### config.mk
export PLATFORM = sky130hd
export DESIGN_NAME = pack13x39_flat
export DESIGN_NICKNAME = d
export VERILOG_FILES = /design/src/rtl/pack13x39_if.sv /design/src/rtl/pack13x39.sv /design/src/flat_wrapper.sv
export SDC_FILE = /design/constraint.sdc
export NUM_CORES = 1
export LEC_CHECK = 0
export BUFFER_PORTS_ARGS = -buffer_cell sky130_fd_sc_hd__buf_2
export CAP_MARGIN = 20
export CORE_MARGIN = 2
export CORE_UTILIZATION = 53
export DETAILED_ROUTE_END_ITERATION = 10
export HOLD_SLACK_MARGIN = 0.06
export PLACE_DENSITY = 0.83
export SKIP_CTS_REPAIR_TIMING = 1
export SYNTH_ARGS = -nofsm -noshare
export SYNTH_HDL_FRONTEND = slang
export SYNTH_SLANG_ARGS = --single-unit
### constraint.sdc
create_clock -name clkIn -period 2.4 [get_ports clkIn]
set_clock_uncertainty 0.1 [all_clocks]
set_input_delay 0.48 -clock clkIn [delete_from_list [all_inputs] [get_ports clkIn]]
set_output_delay 0.48 -clock clkIn [all_outputs]
set_load 0.02 [all_outputs]
### src/rtl/pack13x39_if.sv
// Word-stream handshake bundle for pack13x39: 13-bit serial input side and
// registered 39-bit output side, each with valid/ready.
interface pack13x39_if;
    logic [12:0] dataIn;
    logic        validIn;
    logic        frameIn;
    logic        readyOut;
    logic [38:0] dataOut;
    logic        validOut;
    logic        readyIn;

    modport master (
        output dataIn, validIn, frameIn, readyIn,
        input  readyOut, dataOut, validOut
    );

    modport slave (
        input  dataIn, validIn, frameIn, readyIn,
        output readyOut, dataOut, validOut
    );
endinterface

### src/rtl/pack13x39.sv
// Reassembles three framed 13-bit words into one 39-bit word with a registered
// valid/ready output. Optional parity output: define PACK13X39_PARITY_EN.
module pack13x39 (
    input  logic        clkIn,
    input  logic        rstnIn,
    pack13x39_if.slave  bus,
    output logic [7:0]  errCntOut,
    output logic        parityOut
);
    localparam int DATA_W = 13;

    typedef enum logic [1:0] {W0, W1, W2} state_t;

    state_t                     r_state;
    state_t                     w_state_nxt;
    logic signed [DATA_W-1:0]   r_word0_p0;
    logic signed [DATA_W-1:0]   r_word1_p0;
    logic [3*DATA_W-1:0]        r_data_p1;
    logic                       r_vld_p1;
    logic [7:0]                 r_err;
    logic                       w_ready;
    logic                       w_accept;
    logic                       w_drain;
    logic                       w_load0;
    logic                       w_load1;
    logic                       w_load_out;
    logic                       w_err;
    logic [3*DATA_W-1:0]        w_full;

    // Only the completing word in W2 can stall, and only while the output is full and held.
    assign w_ready    = (r_state != W2) || !r_vld_p1 || bus.readyIn;
    assign w_accept   = bus.validIn && w_ready;
    assign w_drain    = r_vld_p1 && bus.readyIn;
    assign w_full     = {r_word0_p0, r_word1_p0, bus.dataIn};

    always_comb begin
        w_state_nxt = r_state;
        w_load0     = 1'b0;
        w_load1     = 1'b0;
        w_load_out  = 1'b0;
        w_err       = 1'b0;
        if (w_accept) begin
            case (r_state)
                W0: begin
                    if (bus.frameIn) begin
                        w_load0     = 1'b1;
                        w_state_nxt = W1;
                    end else begin
                        w_err = 1'b1;
                    end
                end
                W1: begin
                    if (bus.frameIn) begin
                        w_err       = 1'b1;
                        w_load0     = 1'b1;
                        w_state_nxt = W1;
                    end else begin
                        w_load1     = 1'b1;
                        w_state_nxt = W2;
                    end
                end
                W2: begin
                    if (bus.frameIn) begin
                        w_err       = 1'b1;
                        w_load0     = 1'b1;
                        w_state_nxt = W1;
                    end else begin
                        w_load_out  = 1'b1;
                        w_state_nxt = W0;
                    end
                end
                default: w_state_nxt = W0;
            endcase
        end
    end

    // Stage p0: FSM and partial-word capture
    always_ff @(posedge clkIn or negedge rstnIn) begin
        if (!rstnIn) begin
            r_state    <= W0;
            r_word0_p0 <= '0;
            r_word1_p0 <= '0;
            r_err      <= '0;
        end else begin
            r_state <= w_state_nxt;
            if (w_load0) r_word0_p0 <= bus.dataIn;
            if (w_load1) r_word1_p0 <= bus.dataIn;
            if (w_err && (r_err != 8'hFF)) r_err <= r_err + 8'd1;
        end
    end

    // Stage p1: output register; a load wins over a same-cycle drain
    always_ff @(posedge clkIn or negedge rstnIn) begin
        if (!rstnIn) begin
            r_data_p1 <= '0;
            r_vld_p1  <= 1'b0;
        end else begin
            if (w_load_out) begin
                r_data_p1 <= w_full;
                r_vld_p1  <= 1'b1;
            end else if (w_drain) begin
                r_vld_p1  <= 1'b0;
            end
        end
    end

`ifdef PACK13X39_PARITY_EN
    function automatic logic f_even_parity(input logic [3*DATA_W-1:0] d);
        return ^d;
    endfunction

    logic r_par_p1;

    always_ff @(posedge clkIn or negedge rstnIn) begin
        if (!rstnIn) begin
            r_par_p1 <= 1'b0;
        end else if (w_load_out) begin
            r_par_p1 <= f_even_parity(w_full);
        end
    end

    assign parityOut = r_par_p1;
`else
    assign parityOut = 1'b0;
`endif

    assign bus.readyOut = w_ready;
    assign bus.dataOut  = r_data_p1;
    assign bus.validOut = r_vld_p1;
    assign errCntOut    = r_err;

endmodule
### src/flat_wrapper.sv
// flat-port wrapper written by rule: the top's interface ports become plain ports
module pack13x39_flat 
  (clkIn, rstnIn, errCntOut, parityOut, bus_dataIn, bus_validIn, bus_frameIn, bus_readyIn, bus_readyOut, bus_dataOut, bus_validOut);
  pack13x39_if bus_i ();
  input  logic clkIn;
  input  logic rstnIn;
  output logic [7:0] errCntOut;
  output logic parityOut;
  input wire logic [$bits(bus_i.dataIn)-1:0] bus_dataIn;
  input wire logic [$bits(bus_i.validIn)-1:0] bus_validIn;
  input wire logic [$bits(bus_i.frameIn)-1:0] bus_frameIn;
  input wire logic [$bits(bus_i.readyIn)-1:0] bus_readyIn;
  output wire logic [$bits(bus_i.readyOut)-1:0] bus_readyOut;
  output wire logic [$bits(bus_i.dataOut)-1:0] bus_dataOut;
  output wire logic [$bits(bus_i.validOut)-1:0] bus_validOut;
  assign bus_i.dataIn = bus_dataIn;
  assign bus_i.validIn = bus_validIn;
  assign bus_i.frameIn = bus_frameIn;
  assign bus_i.readyIn = bus_readyIn;
  assign bus_readyOut = bus_i.readyOut;
  assign bus_dataOut = bus_i.dataOut;
  assign bus_validOut = bus_i.validOut;
  pack13x39 u_core (.clkIn(clkIn), .rstnIn(rstnIn), .bus(bus_i), .errCntOut(errCntOut), .parityOut(parityOut));
endmodule
==> metrics.md, run 1 <==
| Metric | Value |
|---|---|
| Pin count of the biggest net entering global routing | 38 |
| Worst path max stage delay | around 0.44 ns |
| Crit Path Category | flip-flop to flip-flop |
| Crit-path max FO | 23 |
| Worst EP required | about 2.5 ns |
| Fill count | 409 |
| Post-synth net total | 223 |
| Worst min-delay path class | input pin to flip-flop |
| Dpl cells | 335 |
| Clock Latency Late Sink | 0.34 ns |
| Io pins | 68 |
| DIE AREA | 6376 sq um |
| Worst path bufs/invs | 2 |
| IO Port Bufs | 66 |
| GRT Residual Overflow | 0 |
| Leak | 0.001830 uW |
| Max_cap viols | 0 |
| Via count | 1842 |
| DRC viols | 0 |
| Global-route wire length before repair | around 8.7 mm |
| Routability cong. | 0.7773 |
| Die X | 79.85 microns |
| RSZ-0062 raised after global routing | false |
| Synth Cell Area | 3049 sq um |
| Final ANT Viol Nets | 0 |
| Total power | 4821 uW |
| Final critical-path share of the clock period | approximately 90% |
| Initial antenna violation count | 0 |
| Synth Flop Type | dfrtp_1 |
| Power per Cell Area | 1318 nW/um^2 |
| Syn Inst Count | 199 |
| Num rows | 27 |
| Clock Tree Buf Depth | 2 |
| DP Area | 3456 sq um |
| Antenna cells | 0 |
| Clk sink count | 76 |
| Distinct cells, synth | 28 |
| Initial core utilization | 55.04% |
| DP Wirelength | ~3.7 mm |
| CTS tree | done |
| Peak Freq | 464.3 MHz |
| Detailed-router iteration count before antenna repair | 4 |
| Fin cells | 352 |
| Setup violators final | 0 |
| CTS H-tree depth | 3 |
| Area Growth Syn to Fin | 19.98% |
| CP endpoint kind | flip-flop |
| Slowest CP cell | dfrtp_1 |
| FF+latch count, synth | 76 |
| Worst path most repeated cell | nand3b_1 |
| Layout cells sized above 1 | approximately two fifths |
| First DRT Iteration DRCs | 41 |
| Status | finished clean |
| TritonCTS buffer count | 9 |
| Final Hold Viols | 0 |
| Root buffer cell | clkbuf_8 |
| Die height | 79.85 microns |
| Delay-heaviest family, CP | simple AND/OR/NAND/NOR gates |
| Worst VDD drop | 0.7805 mV |
| GR Util All Layers | 18.31% |
| Startpoint types | flip-flop |
| Number of global-route vias before repair | 1850 |
| CP Cell Sequence | inv_1 > ha_1 > nand3b_1 > and2_1 > nand3b_1 > buf_4 > mux2_1 |
| NumNets Final | around 300 |
| Async SR Flop Fraction | 100.0% |
| Setup TNS | 0 ns |
| Final hold slack | 0.2188 ns |
| Clock slew at reported path FFs | 0.08 ns |
| Routed vias/inst | 5.233 |
| Drt total wl | roughly 5.2 mm |
| CP Data Arrival Time | 2.29 ns |
| Number of flops mapped to enable cells by yosys | 0 |
| Syn. warnings | 0 |
| Fin area | 3659 sq um |
| Post-Syn Area per Cell | 15.32 sq um |
| Core box area | between 5000 and 6000 sq um |
| Routed WL per cell | ~15 microns |
| Fin. max-slew vios | 0 |
| Tmin final | 2.154 ns |
| Sequential element share of the synthesized area | 62.37% |
kinds of logic (layout without fill, tap and decap cells):
group	after synthesis	after routing	share of synthesized area (%)
AO/OA/AOI/OAI	16	16	3.365
XOR/XNOR	1	1	0.2873
adder cells (fa/ha/maj)	6	6	2.462
buffers and inverters	13	94	2.749
flip-flops	76	76	62.37
multiplexers	68	68	25.24
other	1	1	0.1230
AND/OR/NAND/NOR	18	18	3.406
registers in the layout, indices dropped and copies added, names as in the netlist:
name,flops
u_core.bus.dataOut,39
u_core.r_word0_p0,13
u_core.r_word1_p0,13
u_core.errCntOut,8
u_core.r_state,2
u_core.bus.validOut,1
placed cells by master (no fill, tap or decap), types with 2 or more instances in the layout:
master	netlist	layout
and3_1	4	4
clkbuf_8	0	9
buf_2	1	65
a31oi_1	4	4
clkinv_2	0	2
buf_4	7	8
ha_1	6	6
a21oi_1	5	5
nand3b_1	4	4
mux2_1	42	42
dfrtp_1	76	76
nand2_1	3	3
clkinv_4	0	2
nor2_1	2	2
mux2_2	25	25
o21ai_0	2	2
inv_1	4	4
through the flow:
step / utilization, % / worst slack [ns]
after floorplan: - / 0.2599
after global routing: 66.03 / 0.09486
final: 66.03 / 0.2461
after CTS: 65.85 / 0.2325
after global placement: 62.38 / 0.3442
after detailed placement: 62.38 / 0.2321
report_power, final:
| part | internal (uW) | leakage (uW) | switching, uW | total, uW |
|---|---|---|---|---|
| combinational | 746 | 0.000794 | 982 | 1730 |
| clock | 480 | 0.0000962 | 461 | 941 |
| sequential | 1840 | 0.000940 | 312 | 2150 |
worst paths after layout:
path	start	to	slack, ns	depth (start not counted)
setup reg to reg	u_core.r_state[0]	u_core.bus.dataOut[9]	0.25	7
min in group asynchronous	rstnIn	u_core.errCntOut[0]	0.54	2
max in group asynchronous	rstnIn	u_core.bus.dataOut[32]	1.10	3
hold / removal	bus_readyIn	u_core.bus.validOut	0.22	2
hold reg to reg	u_core.r_word1_p0[6]	u_core.bus.dataOut[19]	0.38	1
setup / recovery	u_core.r_state[0]	u_core.bus.dataOut[9]	0.25	7
area by class of cell:
class | count | area [sq um] | share of cell area, %
Sequential cell | 76 | 1902 | 51.98
Inverter | 4 | 15.01 | 0.4104
Multi-Input combinational cell | 110 | 1064 | 29.07
Clock inverter | 6 | 65.06 | 1.778
Timing Repair Buffer | 74 | 395.4 | 10.81
Tap cell | 72 | 90.09 | 2.462
Clock buffer | 10 | 127.6 | 3.488
worst register-to-register path, delay by kind of cell, from the launching register on:
family	cells	cell delay [ns]
buffers and inverters	2	0.42
multiplexers	1	0.38
flip-flops	1	0.44
adder cells (fa/ha/maj)	1	0.21
AND/OR/NAND/NOR	3	0.50
Yosys cell counts (all sizes together) (2+ instances only):
cell type	n	area, sq um
dfrtp	76	1902
nand2	3	11.26
ha	6	75.07
inv	4	15.01
a21oi	5	25.02
nor2	2	7.510
buf	9	68.81
mux2	68	769.5
o21ai	2	10.01
and3	4	25.02
nand3b	4	30.03
a31oi	4	25.02
layer usage:
metal  track usage, %  vias to the layer above  share of wire [%]
li1                 -                      864                  -
met1            23.31                      929                 44
met2            28.99                       39                 49
met3            4.072                       10                3.9
met4            10.51                        0                2.6
met5                0                        -                  0
No activity file was read; power rests on OpenSTA's default activity.
==> run 2, diff against run 1 <==
CELL_PAD_IN_SITES_DETAIL_PLACEMENT = 2   (was unset)
CELL_PAD_IN_SITES_GLOBAL_PLACEMENT = 2   (was unset)
CORE_UTILIZATION = 40   (was 53)
PLACE_DENSITY = 0.89   (was 0.83)
clock period = 2.5 ns   (was 2.4 ns; I/O delays follow)
==> run 2 against run 1 <==
Sequential power is 2% lower. Critical path depth stayed put. Routed wire length is 34% higher. Die area is 31% higher. Register-to-register slack better by 0.08 ns. Fmax is 1.1% lower. Cell count is 6.5% higher. Power is 1.4% lower. Worst setup slack better by 0.077 ns. Clock power is 2% lower. Count of clock-buffer cells in the layout is 1 lower. Combinational power hardly changed.
==> metrics.md, run 2 (same netlist as run 1, synthesis figures left out) <==
| Metric | Value |
|---|---|
| Status | finished clean |
| Worst path most repeated cell | nand3b_1 |
| Peak Freq | 459.3 MHz (-1.1%) |
| Routability cong. | 0.7450 (-4.2%) |
| Initial core utilization | 41.59% (-13 points) |
| CTS H-tree depth | 3 (unchanged) |
| Die height | 91.31 microns (+14%) |
| FF-to-FF setup slack | 0.32 ns (+0.08 ns) |
| Worst EP required | 2.63 ns (+0.10 ns) |
| DIE AREA | 8338 sq um (+31%) |
| GRT Residual Overflow | 0 (unchanged) |
| Root buffer cell | clkbuf_8 |
| DP Wirelength | 4.666 mm (+26%) |
| Delay-heaviest family, CP | simple AND/OR/NAND/NOR gates |
| Initial antenna violation count | 0 (unchanged) |
| Number of global-route vias before repair | 2190 (+18%) |
| Worst setup startpoint | u_core.r_state[0] |
| Worst min-delay path class | input pin to flip-flop |
| DRC viols | 0 (unchanged) |
| Routed WL per cell | 18.67 microns (+26%) |
| Clock Latency Late Sink | 0.35 ns (about the same) |
| Area Growth Syn to Fin | 21.05% |
| Crit Path Category | flip-flop to flip-flop |
| Max_cap viols | 0 (unchanged) |
| Worst path max stage delay | 0.45 ns (about the same) |
| Num rows | 31 (+15%) |
| GR Util met3 | 4.896% (+0.82 points) |
| First DRT Iteration DRCs | 30 (-27%) |
| Met1 usage | 20.79% (-2.5 points) |
| CTS tree | done |
| TritonCTS buffer count | 9 (unchanged) |
| Clock slew at reported path FFs | 0.08 ns (about the same) |
| RSZ-0062 raised after global routing | false |
| Final hold slack | 0.2506 ns (+0.03183 ns) |
| Max FFs per register | 39 (unchanged) |
| Global route hottest layer | met2 |
| Worst path bufs/invs | 2 (unchanged) |
| Global-route wire length before repair | 11.70 mm (+34%) |
| Layout cells sized above 1 | 40.58% (-0.49 points) |
| Crit-path max FO | 39 (+70%) |
| Drt total wl | 7.001 mm (+34%) |
| Clk sink count | 76 (unchanged) |
| Io pins | 68 (unchanged) |
| CP endpoint | u_core.bus.dataOut[30] |
| Final critical-path share of the clock period | 87.09% (-2.7 points) |
| Reg-to-reg endpoint | u_core.bus.dataOut[30] |
| Final Hold Viols | 0 (unchanged) |
| Antenna cells | 0 (unchanged) |
| NumNets Final | 296 (-1.0%) |
| Worst VDD drop | 0.5285 mV (-32%) |
| Leak | 0.001826 uW (-0.19%) |
| WP depth | 7 (unchanged) |
| Startpoint types | flip-flop |
| CP Cell Sequence | inv_1 > ha_1 > nand3b_1 > and2_1 > nand3b_1 > buf_12 > mux2_1 |
| Tmin final | 2.177 ns (+0.02327 ns) |
| Worst R2R Start | u_core.r_state[0] |
| Most frequent cells in the layout | 76 x dfrtp_1, 65 x buf_2, 42 x mux2_1, 25 x mux2_2, 9 x clkbuf_8 |
| Fin. max-slew vios | 0 (unchanged) |
| Setup TNS | 0 ns (unchanged) |
| Most common cell after layout, fill and taps aside | dfrtp_1 |
| Setup violators final | 0 (unchanged) |
| Met2 Usage GRT | 33.64% (+4.7 points) |
| Power per Cell Area | 1288 nW/um^2 (-2.2%) |
| R2R depth | 7 (unchanged) |
| GR Util All Layers | 18.48% (+0.17 points) |
| Core box area | 7331 sq um (+32%) |
| Clock Tree Buf Depth | 2 (unchanged) |
| Via count | 1882 (+2.2%) |
| CP Data Arrival Time | 2.31 ns (+0.02 ns) |
| Pin count of the biggest net entering global routing | 41 (+7.9%) |
| Slowest CP cell | dfrtp_1 |
| Detailed-router iteration count before antenna repair | 4 (unchanged) |
| IO Port Bufs | 66 (unchanged) |
| Routed vias/inst | 5.019 (-4.1%) |
| Final ANT Viol Nets | 0 (unchanged) |
| CP endpoint kind | flip-flop |
| Die X | 91.31 microns (+14%) |
[run 2: through the flow]
step / instances / instance area (sq um) / setup slack (ns) / util [%] / total power [uW]
2_1_floorplan: 199 / 3049 / 0.3599 / - / 3193
3_3_place_gp: 359 / 3492 / 0.4411 / 47.64 / 3726
3_5_place_dp: 359 / 3492 / 0.3269 / 47.64 / 3870
4_1_cts: 374 / 3681 / 0.3033 / 50.21 / 4841
5_1_grt: 375 / 3691 / 0.1782 / 50.35 / 5072
6_report: 375 / 3691 / 0.3228 / 50.35 / 4756
[run 2: where the power goes]
part,internal (uW),switching [uW]
Combinational,721,1000
Sequential,1770,340
Clock,457,465
[run 2: area by class of cell]
class,count,area [sq um]
clock inverter,6,65.06
fill,711,3640
sequential,76,1902
tap,99,123.9
multi-input combinational,110,1064
inverter,4,15.01
clock buffer,9,123.9
timing repair buffer,71,397.9
[run 2: routing by layer]
layer | part of all wire, % | vias to the layer above
met5 | 0 | -
met4 | 1.2 | 0
met3 | 3.9 | 7
met2 | 55 | 41
met1 | 40 | 983
li1 | - | 851
[run 2: how the worst min path moves through the flow]
stage / endpoint / cells after the start / startpoint / slack (ns)
floorplan: u_core.bus.dataOut[0] / 0 / rstnIn / 0.10
global placement: u_core.bus.dataOut[31] / 1 / u_core.r_word0_p0[5] / 0.36
detailed placement: u_core.bus.dataOut[25] / 1 / u_core.r_word1_p0[12] / 0.37
CTS: u_core.bus.dataOut[38] / 1 / rstnIn / 0.006
global route: u_core.bus.validOut / 2 / bus_readyIn / 0.23
finish: u_core.bus.validOut / 2 / bus_readyIn / 0.25
[run 2: worst register-to-register path, delay by kind of cell, from the launching register on]
kind / cells / cell delay (ns)
fa+ha+maj: 1 / 0.20
buf+inv: 2 / 0.37
flops: 1 / 0.45
mux: 1 / 0.40
simple gates: 3 / 0.56
